[config.mk]
export PLATFORM = sky130hd
export DESIGN_NAME = truth_table_capture_flat
export DESIGN_NICKNAME = d
export VERILOG_FILES = /design/src/rtl/truth_table_capture_if.sv /design/src/rtl/truth_table_capture.sv /design/src/flat_wrapper.sv
export SDC_FILE = /design/constraint.sdc
export NUM_CORES = 1
export LEC_CHECK = 0
export BUFFER_PORTS_ARGS = -buffer_cell sky130_fd_sc_hd__buf_4
export CELL_PAD_IN_SITES_DETAIL_PLACEMENT = 0
export CELL_PAD_IN_SITES_GLOBAL_PLACEMENT = 1
export CORE_MARGIN = 2
export CORE_UTILIZATION = 43
export CTS_CLUSTER_DIAMETER = 100
export CTS_CLUSTER_SIZE = 8
export DETAILED_ROUTE_END_ITERATION = 12
export PLACE_DENSITY_LB_ADDON = 0.1
export SYNTH_ARGS = -nofsm -noshare
export SYNTH_HDL_FRONTEND = slang
export SYNTH_SLANG_ARGS = --single-unit
[constraint.sdc]
create_clock -name clk -period 2.03 [get_ports clk]
set_input_delay 0.1015 -clock clk [delete_from_list [all_inputs] [get_ports clk]]
set_output_delay 0.1015 -clock clk [all_outputs]
set_load 0.02 [all_outputs]
[src/rtl/truth_table_capture_if.sv]
// Signal bundle between a sweep host and truth_table_capture.
// Expected-code check signals exist only when TRUTH_TABLE_CAPTURE_EXPECT_EN is defined.
interface truth_table_capture_if #(
   parameter int unsigned N_IN = 3
) ();
   localparam int unsigned W = 1 << N_IN;

   logic            start;
   logic            busy;
   logic            done;
   logic [N_IN-1:0] dut_in;
   logic            dut_out;
   logic [W-1:0]    code;
   logic            valid;

`ifdef TRUTH_TABLE_CAPTURE_EXPECT_EN
   logic [W-1:0]    expected_code;
   logic            mismatch;
   logic [N_IN-1:0] first_bad_row;

   modport master (
      output start, dut_out, expected_code,
      input  busy, done, dut_in, code, valid, mismatch, first_bad_row
   );

   modport slave (
      input  start, dut_out, expected_code,
      output busy, done, dut_in, code, valid, mismatch, first_bad_row
   );
`else
   modport master (
      output start, dut_out,
      input  busy, done, dut_in, code, valid
   );

   modport slave (
      input  start, dut_out,
      output busy, done, dut_in, code, valid
   );
`endif
endinterface

[src/rtl/truth_table_capture.sv]
// Sweeps all 2**N_IN input rows into a combinational block and assembles its truth-table code.
// Define TRUTH_TABLE_CAPTURE_EXPECT_EN to add expected-code comparison (mismatch, first_bad_row).
module truth_table_capture #(
   parameter int unsigned N_IN          = 3,
   parameter int unsigned SETTLE_CYCLES = 4
) (
   input logic                  clk,
   input logic                  rst,
   truth_table_capture_if.slave bus
);
   localparam int unsigned W  = 1 << N_IN;
   localparam int unsigned RW = N_IN + 1;
   localparam int unsigned SW = (SETTLE_CYCLES > 1) ? $clog2(SETTLE_CYCLES) : 1;

   typedef enum logic [1:0] {S_IDLE, S_APPLY, S_SAMPLE, S_DONE} state_e;

   state_e          state_q,  state_d;
   logic [RW-1:0]   row_q,    row_d;
   logic [SW-1:0]   settle_q, settle_d;
   logic            busy_q,   busy_d;
   logic            done_q,   done_d;
   logic [N_IN-1:0] dut_in_q, dut_in_d;
   logic [W-1:0]    code_q,   code_d;
   logic            valid_q,  valid_d;

   logic [N_IN-1:0] bit_idx;
   logic            last_row;
   logic            settle_last;

`ifdef TRUTH_TABLE_CAPTURE_EXPECT_EN
   logic [W-1:0]    expected_q,      expected_d;
   logic            mismatch_q,      mismatch_d;
   logic [N_IN-1:0] first_bad_row_q, first_bad_row_d;
   logic            bad_seen_q,      bad_seen_d;
`endif

   // Row k lands in code[W-1-k]; for k < W that is the bitwise complement of k.
   assign bit_idx     = ~row_q[N_IN-1:0];
   assign last_row    = (row_q == RW'(W - 1));
   assign settle_last = (settle_q == SW'(SETTLE_CYCLES - 1));

   always_comb begin
      state_d  = state_q;
      row_d    = row_q;
      settle_d = settle_q;
      busy_d   = busy_q;
      done_d   = 1'b0;
      dut_in_d = dut_in_q;
      code_d   = code_q;
      valid_d  = valid_q;
`ifdef TRUTH_TABLE_CAPTURE_EXPECT_EN
      expected_d      = expected_q;
      mismatch_d      = mismatch_q;
      first_bad_row_d = first_bad_row_q;
      bad_seen_d      = bad_seen_q;
`endif

      case (state_q)
         S_IDLE: begin
            dut_in_d = '0;
            if (bus.start) begin
               state_d  = S_APPLY;
               row_d    = '0;
               settle_d = '0;
               code_d   = '0;
               valid_d  = 1'b0;
               busy_d   = 1'b1;
`ifdef TRUTH_TABLE_CAPTURE_EXPECT_EN
               expected_d      = bus.expected_code;
               mismatch_d      = 1'b0;
               first_bad_row_d = '0;
               bad_seen_d      = 1'b0;
`endif
            end
         end

         S_APPLY: begin
            if (settle_last) begin
               state_d  = S_SAMPLE;
               settle_d = '0;
            end else begin
               settle_d = settle_q + SW'(1);
            end
         end

         S_SAMPLE: begin
            code_d[bit_idx] = bus.dut_out;
`ifdef TRUTH_TABLE_CAPTURE_EXPECT_EN
            // Rows are visited in ascending order, so the first miss is the lowest row.
            if (!bad_seen_q && (bus.dut_out != expected_q[bit_idx])) begin
               bad_seen_d      = 1'b1;
               first_bad_row_d = row_q[N_IN-1:0];
            end
`endif
            if (last_row) begin
               state_d  = S_DONE;
               done_d   = 1'b1;
               dut_in_d = '0;
            end else begin
               state_d  = S_APPLY;
               row_d    = row_q + RW'(1);
               dut_in_d = row_q[N_IN-1:0] + N_IN'(1);
            end
         end

         S_DONE: begin
            state_d  = S_IDLE;
            busy_d   = 1'b0;
            valid_d  = 1'b1;
            dut_in_d = '0;
`ifdef TRUTH_TABLE_CAPTURE_EXPECT_EN
            mismatch_d = (code_q != expected_q);
`endif
         end

         default: begin
            state_d = S_IDLE;
         end
      endcase
   end

   always_ff @(posedge clk or posedge rst) begin
      if (rst) begin
         state_q  <= S_IDLE;
         row_q    <= '0;
         settle_q <= '0;
         busy_q   <= 1'b0;
         done_q   <= 1'b0;
         dut_in_q <= '0;
         code_q   <= '0;
         valid_q  <= 1'b0;
`ifdef TRUTH_TABLE_CAPTURE_EXPECT_EN
         expected_q      <= '0;
         mismatch_q      <= 1'b0;
         first_bad_row_q <= '0;
         bad_seen_q      <= 1'b0;
`endif
      end else begin
         state_q  <= state_d;
         row_q    <= row_d;
         settle_q <= settle_d;
         busy_q   <= busy_d;
         done_q   <= done_d;
         dut_in_q <= dut_in_d;
         code_q   <= code_d;
         valid_q  <= valid_d;
`ifdef TRUTH_TABLE_CAPTURE_EXPECT_EN
         expected_q      <= expected_d;
         mismatch_q      <= mismatch_d;
         first_bad_row_q <= first_bad_row_d;
         bad_seen_q      <= bad_seen_d;
`endif
      end
   end

   assign bus.busy   = busy_q;
   assign bus.done   = done_q;
   assign bus.dut_in = dut_in_q;
   assign bus.code   = code_q;
   assign bus.valid  = valid_q;
`ifdef TRUTH_TABLE_CAPTURE_EXPECT_EN
   assign bus.mismatch      = mismatch_q;
   assign bus.first_bad_row = first_bad_row_q;
`endif
endmodule

[src/flat_wrapper.sv]
// flat-port wrapper written by rule: the top's interface ports become plain ports
module truth_table_capture_flat 
#(
   parameter int unsigned N_IN          = 3,
   parameter int unsigned SETTLE_CYCLES = 4
)
  (clk, rst, bus_start, bus_dut_out, bus_busy, bus_done, bus_dut_in, bus_code, bus_valid);
  truth_table_capture_if #(.N_IN(N_IN)) bus_i ();
  input logic clk;
  input logic rst;
  input wire logic [$bits(bus_i.start)-1:0] bus_start;
  input wire logic [$bits(bus_i.dut_out)-1:0] bus_dut_out;
  output wire logic [$bits(bus_i.busy)-1:0] bus_busy;
  output wire logic [$bits(bus_i.done)-1:0] bus_done;
  output wire logic [$bits(bus_i.dut_in)-1:0] bus_dut_in;
  output wire logic [$bits(bus_i.code)-1:0] bus_code;
  output wire logic [$bits(bus_i.valid)-1:0] bus_valid;
  assign bus_i.start = bus_start;
  assign bus_i.dut_out = bus_dut_out;
  assign bus_busy = bus_i.busy;
  assign bus_done = bus_i.done;
  assign bus_dut_in = bus_i.dut_in;
  assign bus_code = bus_i.code;
  assign bus_valid = bus_i.valid;
  truth_table_capture #(.N_IN(N_IN), .SETTLE_CYCLES(SETTLE_CYCLES)) u_core (.clk(clk), .rst(rst), .bus(bus_i));
endmodule
### Word-level counts from Yosys, hierarchy flattened

Cells that the tools add are included.

| cells by class | value |
|---|---|
| $add $sub $neg | 3 |
| reduce and logical (&&, ||, !) cells | 12 |
| bitwise logic cells | 1 |
| eq/ne operators | 8 |
| mux-type cells | 23 |
| order comparisons | 2 |

Operator list:

| kind | number |
|---|---|
| $pmux 8 s2 | 1 |
| $mux 2 | 5 |
| $bwmux 8 | 1 |
| $mux 4 | 2 |
| $mux 8 | 1 |
| $pmux 2 s4 | 1 |
| $pmux 4 s2 | 1 |
| $reduce_and 2->1 | 4 |
| $reduce_bool 2->1 | 4 |
| $eq 2x2->1 const B | 3 |
| $pmux 3 s2 | 1 |
| $mux 1 | 5 |
| $add 4x1->4 const B | 1 |
| $eq 4x3->1 const B | 1 |
| $lt 3x4->1 const B | 1 |
| $ne 2x2->1 const B | 2 |
| $pmux 1 s2 | 2 |
| $pmux 2 s2 | 1 |
| $add 3x1->3 const B | 1 |
| $demux 1 s3 | 1 |
| $ge 3x1->1 const B | 1 |
| $mux 3 | 1 |
| $not 3->3 | 1 |
| $reduce_and 3->1 | 1 |
| other kinds (6) | 6 |

| storage, ports and cells | value |
|---|---|
| register bits | 22 |
| output and inout bits | 14 |
| bits of input ports | 4 |
| logic and storage cells | 57 |

### Logic depth before layout (Yosys ltp)

Gate-level depths: netlist (run 1).

| depth | value |
|---|---|
| depth after elaboration | 7 |
| gate-level depth with buffers | 6 |
| depth with buffers taken out | 5 |

### Least setup slack after synthesis (run 1)

No wires, ideal clock.

| timing path | value |
|---|---|
| kind | reg2reg |
| from | reg u_core.state_q[0] |
| to | reg u_core.row_q[3] |
| arrival time | 1539 ps |
| clock period less this slack | 1661 ps |
| cell stages (with the launch flop) | 7 |
| setup slack | 369 ps |
| buffers on the path | 1 |
| cells stage by stage | dfrtp_1 > inv_1 > ha_1 > buf_2 > mux2_2 > and2_1 > a32o_1 |

| between the ends | value |
|---|---|
| longest elaborated chain between the ends | 3 |

RTL lines:

| item | line | RTL |
|---|---|---|
| from (decl) | truth_table_capture.sv:17 | `state_e state_q, state_d;` |
| from (signal assigned) | truth_table_capture.sv:139 | `state_q <= state_d;` |
| $eq 2x2->1 / $logic_not 2->1 (equally long branches) | truth_table_capture.sv:58 | `case (state_q)` |
| $ne 2x2->1 (no line) / $reduce_bool 2->1 (equally long branches) | -- |  |
| $reduce_and 3->1 (no line) | -- |  |
| to (signal assigned) | truth_table_capture.sv:140 | `row_q <= row_d;` |
| to (decl) | truth_table_capture.sv:18 | `logic [RW-1:0] row_q, row_d;` |

Parallel ways exist; a longest one is shown, timed or not.
A chain may end at the register's enable or synchronous reset.

### Worst setup path after layout (run 1)

| timing path | value |
|---|---|
| from | reg u_core.state_q[0] |
| to | reg u_core.code_q[5] (netlist: u_core.bus.code[5]) |

| between the ends | value |
|---|---|
| longest elaborated chain between the ends | 3 |

RTL lines:

| item | line | RTL |
|---|---|---|
| $eq 2x2->1 / $logic_not 2->1 (equally long branches) | truth_table_capture.sv:58 |  |
| $reduce_bool 2->1 (no line) / $ne 2x2->1 (equally long branches) | -- |  |
| $reduce_and 2->1 (no line) | -- |  |
| to (signal assigned) | truth_table_capture.sv:145 | `code_q <= code_d;` |
| to (decl) | truth_table_capture.sv:23 | `logic [W-1:0] code_q, code_d;` |

Parallel ways exist; a longest one is shown, timed or not.

==> metrics, run 1 <==
fraction of the cycle the final worst path needs=0.9023; part of the total power dissipated in the clock network=0.123; Min-Delay Path Depth=2; total congestion overflow after global routing=0; Reg power frac=0.345; pin count of the biggest net entering global routing=23; count of unique library cells instantiated by Yosys=32; First-pass DRT Iterations=8; sequential fraction of the synthesis area=0.4297; clk slew on worst S/H paths=between 100 and 150 ps; internal power summed over all cells=1.150 mW; fin crit period=1832 ps; Mapped Nets=between 100 and 150; num ports=18; CP required=about 2300 ps; ratio of cells with drive above 1 in the final layout=0.1959; number of endpoints with negative hold slack in the final report=0; commonest non-fill, non-tap cell in the layout=dfrtp_1; detailed placement HPWL=roughly 1800 um; number of DRC violations after detailed-routing iteration 0=26; maximum ir drop on the vdd rail=0.6978 mV; total via count in the routed design=991; setup tns final=0 ps; number of sinks driven by the clock tree=22; final standard cell area without fillers=approximately 1500 um^2; GRT Total Usage=0.1574; buffers inserted by post-CTS timing repair=0; Layout Skew=10.53 ps; arrival time of the worst setup path=approximately 2100 ps; Die W=between 50 and 60 um; run status=finished, violations left; number of antenna violations at the first check in global routing=0; vias in the first global route=between 900 and 1000; antenna cells=0; Die ar.=~3400 um^2; syn_area_per_cell=9.780 um^2; power per cell area=1375 nW/um^2; mapped cell area=around 1300 um^2; commonest cells after routing, fill and taps aside=dfrtp_1, buf_4, inv_1; clock tree from TritonCTS=done; slew at the pin closest to its max-slew limit=832.7 ps; RSZ-0062 raised after global routing=false; Top FF cell, synth=dfrtp_1; effective utilization at floorplan=0.4567; startpoint class of the critical path=register; post-placement cell area=~1400 um^2; NetSw=between 800 and 900 uW; buffer cell driving the clock tree root=clkbuf_4; violated checks=design-rule violations; area of the core=roughly 2800 um^2; Switching Share=0.4303; final setup violation count=0; final-stage net count=162; Die H=around 59 um; Clock H-tree levels=1; hold path endpoint=u_core.bus.valid$_DFFE_PP0P_; critical register-to-register path startpoint=u_core.state_q[0]$_DFFE_PP0P_; Max transition margin=0.4443; final weighted congestion in routability-driven placement=~0.73; top fanout value on the critical path=10; Max Freq=about 0.55 GHz; share of flip-flops with an asynchronous set or reset=1.000; Post-route DRC=1; type of the worst setup path=register to register; placement row count=19; EDFF count, synth=0; number of violations of the max-capacitance limit=0; total wirelength of the detailed-routed design=approximately 2500 um; critical path startpoint=u_core.state_q[0]$_DFFE_PP0P_; worst-skew pair later-pin latency=approximately 310 ps; Final ANT Viol Nets=0; deepest clock path buffer count=2; Via-to-Cell Ratio=between 5 and 6; Hold/Removal Path Class=input port to register; area grow syn2layout=14.55%; Slew Viols, Final=0; Yosys warning total=0; Gate power share=0.532; reg-to-reg critical path endpoint=u_core.bus.code[5]$_DFFE_PP0P_; Cells after Synth=between 100 and 150; hold path startpoint=bus_start; synthesis-stage register bit count=22; clock buffers created by TritonCTS=3; IO Port Bufs=17; final routed wire length divided by cell count=around 14 um; nature of the critical path endpoint=register; cell count of the worst reg-to-reg path=5; first-pass GRT wire length=just over 4000 um; flop-to-flop setup slack=about 200 ps; static leakage=around 0.67 nW
metrics by stage:
stage               utilization  power [mW]  std cells  setup WS, ps  hold slack, ps
finish                   0.5232       2.019        179         198.3           49.82
detailed placement       0.5067       1.780        174         207.0           344.6
CTS                      0.5232       2.033        179         173.8           42.75
global placement         0.5067       1.771        174         215.6           323.5
global route             0.5232       2.201        179         43.01           26.69
floorplan                     -       1.491        131         369.3           90.73
sequential cells by signal (all words and copies together) (netlist names):
register	cells
u_core.bus.busy	1
u_core.bus.code	8
u_core.bus.done	1
u_core.bus.dut_in	3
u_core.bus.valid	1
u_core.row_q	4
u_core.settle_q	2
u_core.state_q	2
per-layer routing:
layer  global-route usage  part of all wire  vias up
met5                    0                 0        -
met4              0.05195             0.011        0
met3              0.02637             0.034        5
met2               0.2600              0.49       21
met1               0.2106              0.47      469
li1                     -                 -      496
how the worst max path moves through the flow:
stage / endpoint / cells after the start
floorplan: u_core.row_q[3]$_DFFE_PP0P_ / 6
global placement: u_core.bus.code[5]$_DFFE_PP0P_ / 5
detailed placement: u_core.bus.code[5]$_DFFE_PP0P_ / 5
CTS: u_core.bus.code[5]$_DFFE_PP0P_ / 5
global route: u_core.bus.code[6]$_DFFE_PP0P_ / 6
finish: u_core.bus.code[5]$_DFFE_PP0P_ / 5
cell usage after synthesis (2+ instances only):
library cell | count | area, um^2
dfrtp_1 | 22 | 550.5
inv_1 | 14 | 52.55
a21oi_1 | 11 | 55.05
ha_1 | 9 | 112.6
nand2_1 | 7 | 26.28
o21ai_1 | 7 | 35.03
buf_2 | 6 | 30.03
nand2b_1 | 5 | 31.28
nand3_1 | 5 | 25.02
o22ai_1 | 5 | 31.28
a32o_1 | 4 | 40.04
nand3b_1 | 4 | 30.03
a31oi_1 | 3 | 18.77
nor2_1 | 3 | 11.26
nor2b_1 | 3 | 18.77
or3b_1 | 3 | 26.28
and2_1 | 2 | 12.51
mux2i_1 | 2 | 20.02
o211ai_1 | 2 | 15.01
or3_4 | 2 | 22.52
layout make-up:
type                    count  area (um^2)
clock buffers               4        36.28
fillers                   262         1338
inverters                  14        52.55
multi-input cells          88        636.9
flip-flops and latches     22        550.5
well taps                  31        38.79
repair buffers             20        152.6
power groups by stage:
stage,logic [mW],clock network (mW),registers (mW)
floorplan,0.735,0,0.756
global placement,1.07,0,0.698
detailed placement,1.08,0,0.704
CTS,1.08,0.254,0.696
global route,1.21,0.276,0.716
finish,1.07,0.249,0.696
critical path, cell delays in order, from the launching register on:
cell,delay (ps)
dfrtp_1,460
inv_1,150
ha_1,410
nand2_1,170
or3_4,370
o32ai_2,190
cell families after synthesis:
kind of cell / after synthesis / share of synthesized area
AO/OA/AOI/OAI: 36 / 0.1875
AND/OR/NAND/NOR: 39 / 0.1865
buffers and inverters: 21 / 0.07324
adder cells (fa/ha/maj): 9 / 0.08789
flip-flops: 22 / 0.4297
multiplexers: 4 / 0.03515
repair_timing:
action                                 in CTS  in global routing
endpoints found under the hold margin      12                  0
resized for setup                           0                  0
setup endpoints to repair                   0                  0
hold buffers                                1                  0
Note: power is estimated with default switching activity, not from simulation.
==> run 2: changes to the inputs <==
--- a/config.mk
+++ b/config.mk
@@ -5,15 +5,16 @@
 export SDC_FILE = /design/constraint.sdc
 export NUM_CORES = 1
 export LEC_CHECK = 0
-export BUFFER_PORTS_ARGS = -buffer_cell sky130_fd_sc_hd__buf_4
+export BUFFER_PORTS_ARGS = -buffer_cell sky130_fd_sc_hd__buf_2
 export CELL_PAD_IN_SITES_DETAIL_PLACEMENT = 0
 export CELL_PAD_IN_SITES_GLOBAL_PLACEMENT = 1
 export CORE_MARGIN = 2
-export CORE_UTILIZATION = 43
+export CORE_UTILIZATION = 40
 export CTS_CLUSTER_DIAMETER = 100
 export CTS_CLUSTER_SIZE = 8
 export DETAILED_ROUTE_END_ITERATION = 12
 export PLACE_DENSITY_LB_ADDON = 0.1
+export SLEW_MARGIN = 15
 export SYNTH_ARGS = -nofsm -noshare
 export SYNTH_HDL_FRONTEND = slang
 export SYNTH_SLANG_ARGS = --single-unit
==> run 2 against run 1 <==
Effect of this change:
- the run now ends clean
- critical path depth unchanged
- clock power down 20%
- final cell count up 6.1%
- worst hold slack better by 34 ps
- first-iteration DRC count up 85%
- sequential cell count unchanged
- die area up 7.0%
- maximum frequency down 1.1%
- sequential share of layout area up 1.3 points
==> metrics, run 2 (synthesized netlist as in run 1, its figures left out) <==
clock tree from TritonCTS=done; Max transition margin=0.4412 (-0.003037); arrival time of the worst setup path=2070 ps (+20 ps); part of the total power dissipated in the clock network=0.105 (-0.018); Layout Skew=6.426 ps (-4.106 ps); ratio of cells with drive above 1 in the final layout=0.1849 (-0.01101); number of DRC violations after detailed-routing iteration 0=48 (+85%); Clock H-tree levels=1 (unchanged); Hold/Removal Path Class=input port to register; pin count of the biggest net entering global routing=23 (unchanged); Reg power frac=0.366 (+0.021); IO Port Bufs=17 (unchanged); Slew Viols, Final=0 (unchanged); power per cell area=1340 nW/um^2 (-2.6%); fraction of the cycle the final worst path needs=0.9120 (+0.009675); RSZ-0062 raised after global routing=false; area grow syn2layout=10.84%; Die ar.=3672 um^2 (+7.0%); Cell Count, Final, Fillers Out=190 (+6.1%); number of endpoints with negative hold slack in the final report=0 (unchanged); fin crit period=1851 ps (+19.64 ps); detailed placement HPWL=1837 um (+5.0%); clk slew on worst S/H paths=110 ps (about the same); Gate power share=0.529 (-0.003); Final ANT Viol Nets=0 (unchanged); Switching Share=0.4455 (+0.01522); worst-skew pair later-pin latency=310 ps (about the same); static leakage=0.6577 nW (-2.4%); number of filler instances in the final layout=312 (+19%); setup tns final=0 ps (unchanged); Max Freq=0.5402 GHz (-1.1%); Via-to-Cell Ratio=5.074 (-8.4%); total congestion overflow after global routing=0 (unchanged); CP required=2250 ps (about the same); GRT Total Usage=0.1687 (+0.01129); maximum ir drop on the vdd rail=0.5736 mV (-18%); commonest non-fill, non-tap cell in the layout=dfrtp_1; top fanout value on the critical path=10 (unchanged); deepest clock path buffer count=2 (unchanged); total wirelength of the detailed-routed design=2544 um (+3.4%); buffers inserted by post-CTS timing repair=0 (unchanged); run status=finished clean; effective utilization at floorplan=0.4197 (-0.03706); antenna cells=0 (unchanged); total via count in the routed design=964 (-2.7%); clock buffers created by TritonCTS=3 (unchanged); max FFs per register=8 (unchanged); final setup violation count=0 (unchanged); type of the worst setup path=register to register; final weighted congestion in routability-driven placement=0.7384 (+1.0%); Final Total Pwr=1.902 mW (-5.8%); first-pass GRT wire length=4623 um (+11%); number of sinks driven by the clock tree=22 (unchanged); nature of the critical path endpoint=register; First-pass DRT Iterations=4 (-4); Die W=60.60 um (+3.4%); slew at the pin closest to its max-slew limit=837.2 ps (+4.550 ps); number of instances in the placed design=186 (+6.9%); startpoint class of the critical path=register; number of violations of the max-capacitance limit=0 (unchanged); buffer cell driving the clock tree root=clkbuf_4; final routed wire length divided by cell count=13.39 um (-2.6%); Post-route DRC=0 (-1); final-stage net count=161 (-0.62%); Die H=60.60 um (+3.4%); internal power summed over all cells=1.055 mW (-8.3%); worst hold slack=83.49 ps (+33.67 ps); area of the core=3053 um^2 (+8.8%); vias in the first global route=984 (+4.9%); num ports=18 (unchanged); commonest cells after routing, fill and taps aside=dfrtp_1, buf_2, inv_1; placement row count=20 (+1); NetSw=847.5 uW (-2.4%); number of antenna violations at the first check in global routing=0 (unchanged)
-- run 2: final timing paths --
kind | startpoint | end | slack, ps | cells past startpoint
min in group asynchronous | rst | u_core.bus.code[2]$_DFFE_PP0P_ | 500 | 3
worst max-delay path | u_core.state_q[0]$_DFFE_PP0P_ | u_core.bus.code[5]$_DFFE_PP0P_ | 180 | 5
worst max register to register | u_core.state_q[0]$_DFFE_PP0P_ | u_core.bus.code[5]$_DFFE_PP0P_ | 180 | 5
worst min-delay path | bus_start | u_core.bus.valid$_DFFE_PP0P_ | 80 | 2
max in group asynchronous | rst | u_core.bus.valid$_DFFE_PP0P_ | 1010 | 3
worst min register to register | u_core.bus.dut_in[2]$_DFFE_PP0P_ | u_core.bus.dut_in[2]$_DFFE_PP0P_ | 510 | 2
-- run 2: per-layer routing --
metal,GRT usage,routed length [um],vias up
li1,-,-,494
met1,0.2367,1190,440
met2,0.2627,1218,25
met3,0.02559,94,5
met4,0.06522,41,0
met5,0,0,-
-- run 2: timing repair --
| item | 4_1_cts | 5_1_grt |
|---|---|---|
| endpoints found under the hold margin | 22 | 0 |
| endpoints found under the setup margin | 0 | 0 |
| hold buffers | 1 | 0 |
| gates resized for setup | 0 | 0 |
-- run 2: power groups by stage --
stage	Sequential (mW)	Combinational, mW	Clock, mW
CTS	0.700	1.02	0.212
global placement	0.703	1.01	0
floorplan	0.756	0.735	0
global route	0.727	1.16	0.232
detailed placement	0.707	1.01	0
finish	0.697	1.01	0.199
-- run 2: per-stage QoR --
stage / setup WS (ps) / util / instance area [um^2]
detailed placement: 186.2 / 0.4545 / 1388
finish: 178.7 / 0.4652 / 1420
global route: 1.387 / 0.4652 / 1420
floorplan: 369.3 / - / 1281
CTS: 150.4 / 0.4652 / 1420
global placement: 242.5 / 0.4545 / 1388
-- run 2: area by class of cell --
| class | instances | area, um^2 | area share |
|---|---|---|---|
| multi-input combinational | 88 | 636.9 | 0.4485 |
| sequential | 22 | 550.5 | 0.3877 |
| timing repair buffer | 19 | 102.6 | 0.07225 |
| tap | 44 | 55.05 | 0.03877 |
| inverter | 14 | 52.55 | 0.03700 |
| clock buffer | 3 | 22.52 | 0.01586 |
-- run 2: critical path, stage by stage, from the launching register on --
cell and delay [ps]:
dfrtp_1 450, inv_1 140, ha_1 420, nand2_1 160
or3_4 370, o32ai_2 210
==> run 3: changes to the inputs <==
==> constraint.sdc (replaced) <==
create_clock -name clk -period 2 [get_ports clk]
set_input_delay 0.1 -clock clk [delete_from_list [all_inputs] [get_ports clk]]
set_output_delay 0.1 -clock clk [all_outputs]
set_load 0.02 [all_outputs]
==> run 3 against run 2 <==
Effect of this change:
- register-to-register slack gained 30 ps
- routed wire length grew 2.4%
- count of clock-buffer cells in the layout grew 1
- first-iteration DRC count fell by 31%
- design area up 1.7%
- maximum frequency grew 3.1%
- final cell count up 1.1%
- worst setup slack improved by 25 ps
- global-route usage decreased by 0.64 points
- sequential power increased by 2%
- via count up 3.5%
- clock skew decreased by 1.7 ps
==> metrics, run 3 (synthesized netlist as in run 1, its figures left out) <==
antenna cells=0 (unchanged); Die ar.=3672 um^2 (unchanged); Die W=60.60 um (unchanged); num ports=18 (unchanged); maximum ir drop on the vdd rail=0.5707 mV (-0.50%); static leakage=0.6677 nW (+1.5%); nature of the critical path endpoint=register; number of violations of the max-capacitance limit=0 (unchanged); arrival time of the worst setup path=2020 ps (-50 ps); total wirelength of the detailed-routed design=2605 um (+2.4%); Post-route DRC=0 (unchanged); Clock H-tree levels=1 (unchanged); NetSw=878.3 uW (+3.6%); Final Worst Setup Slack=203.9 ps (+25.21 ps); pin count of the biggest net entering global routing=23 (unchanged); internal power summed over all cells=1.130 mW (+7.1%); run status=finished clean; Reg power frac=0.354 (-0.012); detailed placement HPWL=1863 um (+1.4%); CP required=2220 ps (-30 ps); Via-to-Cell Ratio=5.198 (+2.4%); Die H=60.60 um (unchanged); cell-by-cell listing of the critical path=inv_1, ha_1, nor2b_1, or3_4, o32ai_2; Layout Skew=4.689 ps (-1.738 ps); number of DRC violations after detailed-routing iteration 0=33 (-31%); buffer cell driving the clock tree root=clkbuf_4; fraction of the cycle the final worst path needs=0.8980 (-0.01393); clk slew on worst S/H paths=120 ps (about the same); Max Freq=0.5568 GHz (+3.1%); commonest cells after routing, fill and taps aside=dfrtp_1, buf_2, inv_1; number of endpoints with negative hold slack in the final report=0 (unchanged); ratio of cells with drive above 1 in the final layout=0.2027 (+0.01777); top fanout value on the critical path=8 (-2); final weighted congestion in routability-driven placement=0.7587 (+2.7%); area grow syn2layout=12.69%; Switching Share=0.4373 (-0.008194); delay of the slowest cell on the worst path=460 ps (about the same); number of antenna violations at the first check in global routing=0 (unchanged); kind of cell adding the most delay to the critical path=simple AND/OR/NAND/NOR gates; Final ANT Viol Nets=0 (unchanged); setup tns final=0 ps (unchanged); clock tree from TritonCTS=done; Gate power share=0.522 (-0.007); IO Port Bufs=17 (unchanged); slew at the pin closest to its max-slew limit=850.4 ps (+13.19 ps); number of instances in the placed design=187 (+0.54%); CP max-delay cell=dfrtp_1; type of the worst setup path=register to register; first-pass GRT wire length=4409 um (-4.6%); total congestion overflow after global routing=0 (unchanged); number of sinks driven by the clock tree=22 (unchanged); buffers inserted by post-CTS timing repair=0 (unchanged); effective utilization at floorplan=0.4197 (unchanged); fin crit period=1796 ps (-55.21 ps); max FFs per register=8 (unchanged); minimum setup slack after placement=175.5 ps (-10.68 ps); final setup violation count=0 (unchanged); clock buffers created by TritonCTS=3 (unchanged); vias in the first global route=964 (-2.0%); startpoint class of the critical path=register; placement row count=20 (unchanged); final routed wire length divided by cell count=13.57 um (+1.3%); Max transition margin=0.4324 (-0.008800); final-stage net count=162 (+0.62%); commonest non-fill, non-tap cell in the layout=dfrtp_1; deepest clock path buffer count=2 (unchanged); Cell Count, Final, Fillers Out=192 (+1.1%); Slew Viols, Final=0 (unchanged); First-pass DRT Iterations=4 (unchanged); power per cell area=1391 nW/um^2 (+3.8%); worst-skew pair later-pin latency=310 ps (about the same); RSZ-0062 raised after global routing=false; part of the total power dissipated in the clock network=0.124 (+0.019); GRT Total Usage=0.1623 (-0.006399); Hold/Removal Path Class=input port to register; buffers plus inverters on the worst setup path=1 (unchanged); total via count in the routed design=998 (+3.5%); area of the core=3053 um^2 (unchanged)
## run 3: final cells by class
cell class / count / area, um^2
fillers: 307 / 1609
multi-input cells: 88 / 639.4
flip-flops and latches: 22 / 550.5
repair buffers: 20 / 110.1
well taps: 44 / 55.05
inverters: 14 / 52.55
clock buffers: 4 / 36.28
## run 3: power groups by stage
| stage | clock network (mW) | registers, mW | logic (mW) |
|---|---|---|---|
| 2_1_floorplan | 0 | 0.767 | 0.746 |
| 3_3_place_gp | 0 | 0.713 | 1.04 |
| 3_5_place_dp | 0 | 0.718 | 1.05 |
| 4_1_cts | 0.261 | 0.709 | 1.05 |
| 5_1_grt | 0.291 | 0.736 | 1.18 |
| 6_report | 0.249 | 0.710 | 1.05 |
## run 3: stage by stage
stage / power [mW] / utilization / hold slack (ps) / instance area [um^2]
4_1_cts: 2.023 / 0.4721 / 74.45 / 1441
6_report: 2.008 / 0.4730 / 90.39 / 1444
2_1_floorplan: 1.513 / - / 89.23 / 1281
5_1_grt: 2.205 / 0.4730 / 71.30 / 1444
3_5_place_dp: 1.764 / 0.4570 / 327.6 / 1395
3_3_place_gp: 1.756 / 0.4570 / 304.7 / 1395
## run 3: path summary, 6_finish.rpt
check	start	to	slack, ps	depth (start not counted)
max	u_core.state_q[0]$_DFFE_PP0P_	u_core.bus.code[5]$_DFFE_PP0P_	200	5
min	bus_start	u_core.bus.valid$_DFFE_PP0P_	90	2
max reg2reg	u_core.state_q[0]$_DFFE_PP0P_	u_core.bus.code[5]$_DFFE_PP0P_	200	5
min reg2reg	u_core.bus.dut_in[2]$_DFFE_PP0P_	u_core.bus.dut_in[2]$_DFFE_PP0P_	510	2
max in group asynchronous	rst	u_core.bus.valid$_DFFE_PP0P_	980	3
min in group asynchronous	rst	u_core.bus.code[2]$_DFFE_PP0P_	490	3
## run 3: worst register-to-register path, cell delays in order (launching register included)
cell	delay, ps
dfrtp_1	460
inv_1	120
ha_1	320
nor2b_1	220
or3_4	400
o32ai_2	200
## run 3: layer usage
metal  global-route usage  share of wire  vias to the layer above
met5                    0              0                        -
met4              0.06522         0.0035                        0
met1               0.2199           0.51                      481
met2               0.2596           0.46                       16
li1                     -              -                      499
met3              0.02559          0.026                        2
## run 3: what timing repair did
action / in CTS / in global routing
endpoints found under the hold margin: 22 / 0
resized for setup: 0 / 1
hold buffers: 1 / 0
setup endpoints to repair: 0 / 2
